## src/rtl/uart_pkg.sv

```systemverilog
// Shared definitions for the UART transmit and receive paths.
package uart_pkg;

    typedef enum logic [1:0] {
        IDLE,
        START,
        DATA,
        STOP
    } tx_state_t;

    localparam int   DATA_BITS  = 8;
    localparam int   STOP_BITS  = 1;
    localparam logic IDLE_LEVEL = 1'b1;

endpackage

```

## src/rtl/sync_fifo.sv

```systemverilog
// Single-clock FIFO with occupancy count. Push is ignored when full and pop
// is ignored when empty, so callers may drive them without extra gating.
module sync_fifo #(
    parameter  int WIDTH = 8,
    parameter  int DEPTH = 4,
    localparam int PTR_W = $clog2(DEPTH),
    localparam int CNT_W = PTR_W + 1
) (
    input  logic             clk,
    input  logic             rst_n,
    input  logic             push,
    input  logic [WIDTH-1:0] wdata,
    input  logic             pop,
    output logic [WIDTH-1:0] rdata,
    output logic             full,
    output logic             empty,
    output logic [CNT_W-1:0] count
);

    logic [WIDTH-1:0] mem [DEPTH];
    logic [PTR_W-1:0] wr_ptr;
    logic [PTR_W-1:0] rd_ptr;
    logic             do_push;
    logic             do_pop;

    assign full    = (count == CNT_W'(DEPTH));
    assign empty   = (count == '0);
    assign do_push = push && !full;
    assign do_pop  = pop && !empty;
    assign rdata   = mem[rd_ptr];

    // Storage needs no reset; only the pointers and count define validity.
    always_ff @(posedge clk) begin
        if (do_push) begin
            mem[wr_ptr] <= wdata;
        end
    end

    // Pointers wrap naturally because DEPTH is a power of two.
    always_ff @(posedge clk or negedge rst_n) begin
        if (!rst_n) begin
            wr_ptr <= '0;
            rd_ptr <= '0;
        end else begin
            if (do_push) begin
                wr_ptr <= wr_ptr + 1'b1;
            end
            if (do_pop) begin
                rd_ptr <= rd_ptr + 1'b1;
            end
        end
    end

    // Occupancy: simultaneous push and pop leave it unchanged.
    always_ff @(posedge clk or negedge rst_n) begin
        if (!rst_n) begin
            count <= '0;
        end else begin
            case ({do_push, do_pop})
                2'b10:   count <= count + 1'b1;
                2'b01:   count <= count - 1'b1;
                default: count <= count;
            endcase
        end
    end

endmodule

```

## src/rtl/uart_tx_fifo.sv

```systemverilog
// 8N1 UART transmitter fed from a small byte FIFO.
//
// state | meaning
// IDLE  | line high, waiting for a queued byte
// START | start bit (low) for one bit period
// DATA  | data bits, LSB first, one bit period each
// STOP  | stop bit (high); chains directly into START if more bytes wait
module uart_tx_fifo
    import uart_pkg::*;
#(
    parameter  int CLKS_PER_BIT = 87,
    parameter  int FIFO_DEPTH   = 4,
    localparam int CNT_W        = $clog2(FIFO_DEPTH) + 1
) (
    input  logic             clk,
    input  logic             rst_n,
    input  logic [7:0]       tx_data,
    input  logic             tx_valid,
    output logic             tx_ready,
    output logic             uart_tx,
    output logic             busy,
    output logic [CNT_W-1:0] fifo_count
);

    localparam int                BAUD_W    = $clog2(CLKS_PER_BIT);
    localparam logic [BAUD_W-1:0] BAUD_LAST = BAUD_W'(CLKS_PER_BIT - 1);
    localparam int                IDX_W     = $clog2(DATA_BITS);
    localparam logic [IDX_W-1:0]  IDX_LAST  = IDX_W'(DATA_BITS - 1);

    tx_state_t            state;
    tx_state_t            state_next;
    logic [BAUD_W-1:0]    baud_cnt;
    logic [IDX_W-1:0]     bit_idx;
    logic [DATA_BITS-1:0] shift_reg;
    logic                 uart_tx_d;
    logic                 baud_done;
    logic                 last_bit;
    logic                 fifo_push;
    logic                 fifo_pop;
    logic                 fifo_full;
    logic                 fifo_empty;
    logic [7:0]           fifo_rdata;

    assign tx_ready  = !fifo_full;
    assign fifo_push = tx_valid && !fifo_full;
    assign baud_done = (baud_cnt == BAUD_LAST);
    assign last_bit  = (bit_idx == IDX_LAST);

    sync_fifo #(
        .WIDTH (8),
        .DEPTH (FIFO_DEPTH)
    ) u_fifo (
        .clk   (clk),
        .rst_n (rst_n),
        .push  (fifo_push),
        .wdata (tx_data),
        .pop   (fifo_pop),
        .rdata (fifo_rdata),
        .full  (fifo_full),
        .empty (fifo_empty),
        .count (fifo_count)
    );

    // State register.
    always_ff @(posedge clk or negedge rst_n) begin
        if (!rst_n) begin
            state <= IDLE;
        end else begin
            state <= state_next;
        end
    end

    // Next-state logic; every non-idle transition happens at the end of a bit period.
    always_comb begin
        state_next = state;
        case (state)
            IDLE: begin
                if (!fifo_empty) begin
                    state_next = START;
                end
            end
            START: begin
                if (baud_done) begin
                    state_next = DATA;
                end
            end
            DATA: begin
                if (baud_done && last_bit) begin
                    state_next = STOP;
                end
            end
            STOP: begin
                if (baud_done) begin
                    state_next = fifo_empty ? IDLE : START;
                end
            end
            default: state_next = IDLE;
        endcase
    end

    // Outputs: FIFO pop and the value the line register takes at the next edge.
    // The line level is derived from the state being entered so the line
    // changes on the same edge as the state.
    always_comb begin
        fifo_pop  = ((state == IDLE) || ((state == STOP) && baud_done)) && !fifo_empty;
        uart_tx_d = IDLE_LEVEL;
        case (state_next)
            START: uart_tx_d = 1'b0;
            DATA: begin
                if ((state == DATA) && baud_done) begin
                    uart_tx_d = shift_reg[1];
                end else begin
                    uart_tx_d = shift_reg[0];
                end
            end
            default: uart_tx_d = IDLE_LEVEL;
        endcase
        busy = (state != IDLE) || (fifo_count != '0);
    end

    // Baud counter, bit index and shifter.
    always_ff @(posedge clk or negedge rst_n) begin
        if (!rst_n) begin
            baud_cnt  <= '0;
            bit_idx   <= '0;
            shift_reg <= '0;
        end else begin
            if ((state == IDLE) || baud_done) begin
                baud_cnt <= '0;
            end else begin
                baud_cnt <= baud_cnt + 1'b1;
            end

            if (state != DATA) begin
                bit_idx <= '0;
            end else if (baud_done) begin
                bit_idx <= bit_idx + 1'b1;
            end

            if (fifo_pop) begin
                shift_reg <= fifo_rdata;
            end else if ((state == DATA) && baud_done) begin
                shift_reg <= shift_reg >> 1;
            end
        end
    end

    // Registered serial line; reset forces it idle immediately.
    always_ff @(posedge clk or negedge rst_n) begin
        if (!rst_n) begin
            uart_tx <= IDLE_LEVEL;
        end else begin
            uart_tx <= uart_tx_d;
        end
    end

endmodule

```

## config.mk

```make
export PLATFORM = sky130hd
export DESIGN_NAME = uart_tx_fifo
export DESIGN_NICKNAME = d
export VERILOG_FILES = /design/src/rtl/uart_pkg.sv /design/src/rtl/sync_fifo.sv /design/src/rtl/uart_tx_fifo.sv
export SDC_FILE = /design/constraint.sdc
export NUM_CORES = 1
export LEC_CHECK = 0
export ABC_AREA = 0
export CORE_MARGIN = 2
export CORE_UTILIZATION = 60
export CTS_BUF_LIST = sky130_fd_sc_hd__clkbuf_8
export DETAILED_ROUTE_END_ITERATION = 16
export DONT_BUFFER_PORTS = 1
export PLACE_DENSITY = 0.74
export SETUP_SLACK_MARGIN = 0.02
export SLEW_MARGIN = 10
export SYNTH_ARGS = -nofsm -noshare
export SYNTH_HDL_FRONTEND = slang
export SYNTH_SLANG_ARGS = --single-unit
export TNS_END_PERCENT = 30
```

## constraint.sdc

```tcl
create_clock -name clk -period 4.1 [get_ports clk]
set_input_delay 0.205 -clock clk [delete_from_list [all_inputs] [get_ports clk]]
set_output_delay 0.205 -clock clk [all_outputs]
set_load 0.05 [all_outputs]
```

# [After elaboration in Yosys (flattened, before gate mapping)]
# Memories as Yosys holds them, arrays and structs flattened.
# Index checks and enable logic that the tools add are counted.
[word_totals] reg_bits=28 ramBits=32 in_bits=11 out_inout_bits=6 word_cells=61 mem_count=1
[classes] add_sub_neg=6 n_eq_ne=11 n_mux=16 n_reduce_logical=19
[mem_list] memory="u_fifo.mem" depth=4 width=8 rd=1 rd_ports_with_merged_regs=0 write_ports=1 line_no="sync_fifo.sv:20" source="logic [WIDTH-1:0] mem [DEPTH];"
[ops] cell="two-way mux 8 bit" count=2
[ops] cell="equality test 2 bit (second input constant)" count=4
[ops] cell="two-way mux 2 bit" count=4
[ops] cell="case mux 2 bit (4 select lines)" count=1
[ops] cell="nonzero test 2 bit" count=4
[ops] cell="adder 7 x 1 -> 7 bit (second input constant)" count=1
[ops] cell="equality test 7 bit (second input constant)" count=1
[ops] cell="logical AND 1 bit" count=7
[ops] cell="two-way mux 7 bit" count=1
[ops] cell="adder 3 x 1 -> 3 bit (second input constant)" count=2
[ops] cell="equality test 2 x 1 -> 1 bit (second input constant)" count=3
[ops] cell="equality test 3 bit (second input constant)" count=2
[ops] cell="two-way mux 3 bit" count=2
[ops] cell="case mux 3 bit (2 select lines)" count=1
[ops] cell="adder 2 x 1 -> 2 bit (second input constant)" count=2
[ops] cell="two-way mux 1 bit" count=4
[ops] cell="zero test 3 bit" count=1
[ops] cell="logical OR 1 bit" count=3
[ops] cell="nonzero test 3 bit" count=1
[ops] cell="subtractor 3 x 1 -> 3 bit (second input constant)" count=1
[ops] cell="zero test 1 bit" count=2
[ops] cell="zero test 2 bit" count=1
[ops] cell="!= test 2 bit (second input constant)" count=1
[ops] cell="case mux 1 bit (2 select lines)" count=1

# [Logic depth before layout (Yosys ltp)]
[logic_depth] ltp_word=7 ltp_mapped=13 depth_no_buf=10

# [By module]
# A second synthesis with hierarchy kept.
[unflattened] cells_unflattened=184 area_unflattened_um2=2728.9
[by_module_without_submodules] mod="sync_fifo" instances=1 cells_per_inst=79 area_per_inst_um2=1592.8 seq_area_each_um2=1136.1
[by_module_without_submodules] mod="uart_tx_fifo" instances=1 cells_per_inst=105 area_per_inst_um2=1136.1 seq_area_each_um2=526.8

# [Worst setup path after synthesis]
# OpenSTA, ideal clock, no wires.
[synth_path] path_kind="register to register" start="register u_fifo.count[0]" end="register u_fifo.count[2]" setup_time_ns=0.145 arrival_time_ns=2.407 required_time_ns=3.955 path_slack_ns=1.549 path_stages_with_launch=10 path_buffers=0 period_less_slack_ns=2.551 path_cell_list="dfrtp_1 > nor2_1 > nand2_1 > and2_1 > inv_1 > ha_1 > fa_1 > xnor2_1 > nor2_1 > xor2_1"
[synth_via] elab_chain_len=6 word_cells_on_any_way=14 cone_classes="2 x add/sub; 3 x eq/ne; 1 x mux; 8 x reduce/logical"
[synth_rtl] item="start, declared" line_no="sync_fifo.sv:17" source="output logic [CNT_W-1:0] count"
[synth_rtl] item="start signal, assigned" line_no="sync_fifo.sv:60" source="2'b10: count <= count + 1'b1;"
[synth_rtl] item="start signal, assigned" line_no="sync_fifo.sv:61" source="2'b01: count <= count - 1'b1;"
[synth_rtl] item="start signal, assigned" line_no="sync_fifo.sv:62" source="default: count <= count;"
[synth_rtl] item="equality test 3 bit *" line_no="sync_fifo.sv:26" source="assign full = (count == CNT_W'(DEPTH));"
[synth_rtl] item="zero test 1 bit *"
[synth_rtl] item="net tx_ready" line_no="uart_tx_fifo.sv:19" source="output logic tx_ready,"
[synth_rtl] item="logical AND 1 bit" line_no="uart_tx_fifo.sv:45" source="assign fifo_push = tx_valid && !fifo_full;"
[synth_rtl] item="logical AND 1 bit *" line_no="sync_fifo.sv:28" source="assign do_push = push && !full;"
[synth_rtl] item="equality test 2 x 1 -> 1 bit / equality test 2 bit (equally long branches)" line_no="sync_fifo.sv:59" source="case ({do_push, do_pop})"
[synth_rtl] item="case mux 3 bit (2 select lines) / nonzero test 2 bit (equally long branches)"
# Mark *: on every way through the listed nets, which the timed path passes. The rest lies on a longest branch.
# A chain may end at the register's enable or synchronous reset.

# [Final worst setup path]
# Same ends and word-level chain as after synthesis.

==> flow_metrics.env <==
export IMPL_status="finished clean"
export IMPL_peakVddDrop_mv=0.490
export IMPL_numPortBuffers=0
export IMPL_largest_reg_flops=32
export IMPL_relSlewSlack_pct=58.6
export IMPL_antenna_found_initial=0
export IMPL_crit_type="register to register"
export IMPL_rows=24
export IMPL_crit_path_end_kind="register"
export IMPL_wirelength_um=4650
export IMPL_regToRegStartpoint="u_fifo.count[0]"
export IMPL_grt_busiest_layer="met2"
export IMPL_holdPathStages=2
export IMPL_worst_slew_pin_transition_ns=0.621
export IMPL_clock_root_buffer="clkbuf_8"
export IMPL_maxCapViolations=0
export IMPL_cts_buffers=9
export IMPL_chipHeight_um=70.6
export IMPL_design_die_area_um2=4980
export IMPL_r2r_slack_ns=1.39
export IMPL_intPower_w=0.00129
export IMPL_vias=1524
export IMPL_critPathMaxFanout=6
export IMPL_ant_nets=0
export IMPL_synth_async_sr_flop_share_pct=46.7
export IMPL_drv_slew=0
export IMPL_max_freq_ghz=0.369
export IMPL_dpl_hpwl_um=3110
export IMPL_startpoint="u_fifo.count[0]"
export IMPL_dp_cells=228
export IMPL_cts_sink_count=60
export IMPL_yosys_warnings=0
export IMPL_ff2ff_path_depth=9
export IMPL_r2r_end="u_fifo.count[2]"
export IMPL_drc_errors=0
export IMPL_grt_use_met1_pct=22.7
export IMPL_clk_pin_slew_ns=0.07
export IMPL_area_growth_pct=11.5
export IMPL_crit_arrival_ns=2.91
export IMPL_grtUsageTotal_pct=21.3
export IMPL_synth_seq_cells=60
export IMPL_synth_top_area_cell="edfxtp_1"
export IMPL_critPathRequiredTime_ns=4.30
export IMPL_final_cells=254
export IMPL_drt_pass1_iterations=4
export IMPL_leakage_nw=1.19
export IMPL_yosysTopAreaCellShare_pct=36.1
export IMPL_synth_flop_cell="edfxtp_1"
export IMPL_globalRouteOverflowTotal=0
export IMPL_ctsResizeCount=0
export IMPL_routabilityCongestion=0.797
export IMPL_die_x_um=70.6
export IMPL_grt_max_degree=29
export IMPL_drt_iter0_drc=44
export IMPL_io_pins=17
export IMPL_start_kind="register"
export IMPL_synth_distinct_cells=41
export IMPL_period_share_pct=66.0
export IMPL_insertion_delay_ns=0.34
export IMPL_synth_avg_cell_area_um2=14.6
export IMPL_grt_setup_unrepaired="false"
export IMPL_h_tree_depth=3
export IMPL_crit_end="u_fifo.count[2]"
export IMPL_diodes=0
export IMPL_syn_nets=203
export IMPL_cts_setup_buffers=0
export IMPL_clkPwrFrac_pct=23.2
export IMPL_drive_gt1_share_pct=19.3
export IMPL_initial_core_util_pct=61.5
export IMPL_finalHoldViolCount=0
export IMPL_min_path_type="input port to register"
export IMPL_synth_edff_count=32
export IMPL_clock_path_buffers=2
export IMPL_utilization_pct=68.6
export IMPL_pwr_share_seq_pct=51.4
export IMPL_setup_viol=0
export IMPL_syn_inst=182
export IMPL_combPwrFrac_pct=25.4
export IMPL_cts_tree="yes"
export IMPL_ys_top_cells_by_area="edfxtp_1 36%, dfrtp_1 25%, mux4_2 6.8%, ha_1 4.2%, xnor2_1 2.6%"
export IMPL_register_area_um2=1660
export IMPL_swShare_pct=35.5
export IMPL_synth_cell_area_um2=2660
export IMPL_fin_tns_setup_ns=0
export IMPL_grt_pass1_vias=1682
export IMPL_ys_seq_area_share_pct=62.5
export IMPL_n_fill_cell=306
export IMPL_grt_first_pass_wirelength_um=7800
export IMPL_globalRouteMet3Util_pct=9.26
export IMPL_grtUsageMet2_pct=36.8
export IMPL_nets=218
export IMPL_fin_skew_ns=0.00541
export IMPL_period_minus_slack_ns=2.71
export IMPL_detail_route_wl_per_cell_um=18.3
export IMPL_via_per_inst=6.00
export IMPL_p_sw_w=0.000709
export IMPL_ctsHoldBuffers=10
export IMPL_power_density_nw_per_um2=673
export IMPL_core_um2=4320
export IMPL_multiInputGateArea_um2=930
[cell usage after synthesis (2+ instances only)]
cell type / number
nand2b_1: 3
xnor2_1: 8
and2_1: 2
ha_1: 9
buf_6: 3
nor2_1: 13
and3_1: 5
mux2_2: 3
nand3_1: 12
o21ai_2: 6
mux2i_1: 5
a21oi_1: 2
xor2_1: 4
inv_1: 6
nand2_1: 10
mux4_2: 8
o21ai_0: 2
dfrtp_1: 27
edfxtp_1: 32
[power groups by stage]
stage	logic [W]	registers (W)	clock network [W]
finish	0.000507	0.00103	0.000463
detailed placement	0.000494	0.00104	0
global route	0.000565	0.00105	0.000503
CTS	0.000514	0.00103	0.000480
global placement	0.000475	0.00102	0
floorplan	0.000457	0.000962	0
[critical path, cell delays in order, from the launching register on]
cell and delay [ns]:
dfrtp_1 0.74, nor2_1 0.11, nand2_1 0.46, and2_1 0.27, inv_1 0.06, ha_1 0.21, fa_1 0.39, xnor2_1 0.14
nor2_1 0.06, xor2_1 0.14
[cell usage in the layout (no fill, tap or decap), types with 3 or more instances in the layout]
master         instances
mux2i_1                5
o21ai_2                6
dlygate4sd3_1          9
mux2_2                 3
inv_1                  6
clkbuf_8               9
ha_1                   9
dfrtp_1               27
nand3_1               12
nand2b_1               3
xor2_1                 4
mux4_2                 8
clkinv_4               3
xnor2_1                8
nand2_1               10
and3_1                 5
edfxtp_1              32
nor2_1                13
[cell type report]
class | instances | share of cell area (%)
clock inverter | 7 | 1.77
clock buffer | 9 | 4.18
sequential | 60 | 56.1
timing repair buffer | 10 | 3.71
inverter | 6 | 0.759
multi-input combinational | 110 | 31.3
tap | 52 | 2.19
[worst min path at each step]
stage                            end  startpoint  slack, ns
floorplan                baud_cnt[0]       rst_n      -0.09
global placement         baud_cnt[3]       rst_n      -0.09
detailed placement       baud_cnt[3]       rst_n      -0.09
CTS                 u_fifo.wr_ptr[0]    tx_valid       0.13
global route        u_fifo.wr_ptr[0]    tx_valid       0.14
finish              u_fifo.wr_ptr[0]    tx_valid       0.15
[per-stage QoR]
| stage | power, W | worst slack [ns] | hold WS (ns) | instance area [um^2] |
|---|---|---|---|---|
| finish | 0.00200 | 1.39 | 0.145 | 2970 |
| global route | 0.00212 | 1.22 | 0.135 | 2970 |
| CTS | 0.00202 | 1.38 | 0.126 | 2970 |
| detailed placement | 0.00153 | 1.39 | -0.0899 | 2680 |
| global placement | 0.00150 | 1.45 | -0.0899 | 2680 |
| floorplan | 0.00142 | 1.55 | -0.0906 | 2660 |
[logic make-up (layout without fill, tap and decap cells)]
logic type                 Yosys count  count (layout)  share of synthesized area, %
AOI/OAI and AO/OA                   19              19                          5.78
xor gates and xnor gates            12              12                          3.95
adders and majority gates           10              10                          4.98
buffers and inverters               12              32                          2.59
DFF                                 60              60                          62.5
muxes                               16              16                          9.92
and+or+nand+nor                     53              53                          10.3
[per-layer routing]
layer  share of wire (%)  up-vias
met1                  39      786
li1                    -      700
met2                  55       32
met5                   0        -
met3                 5.0        6
met4                 1.3        0
(Power assumes the default switching activity.)
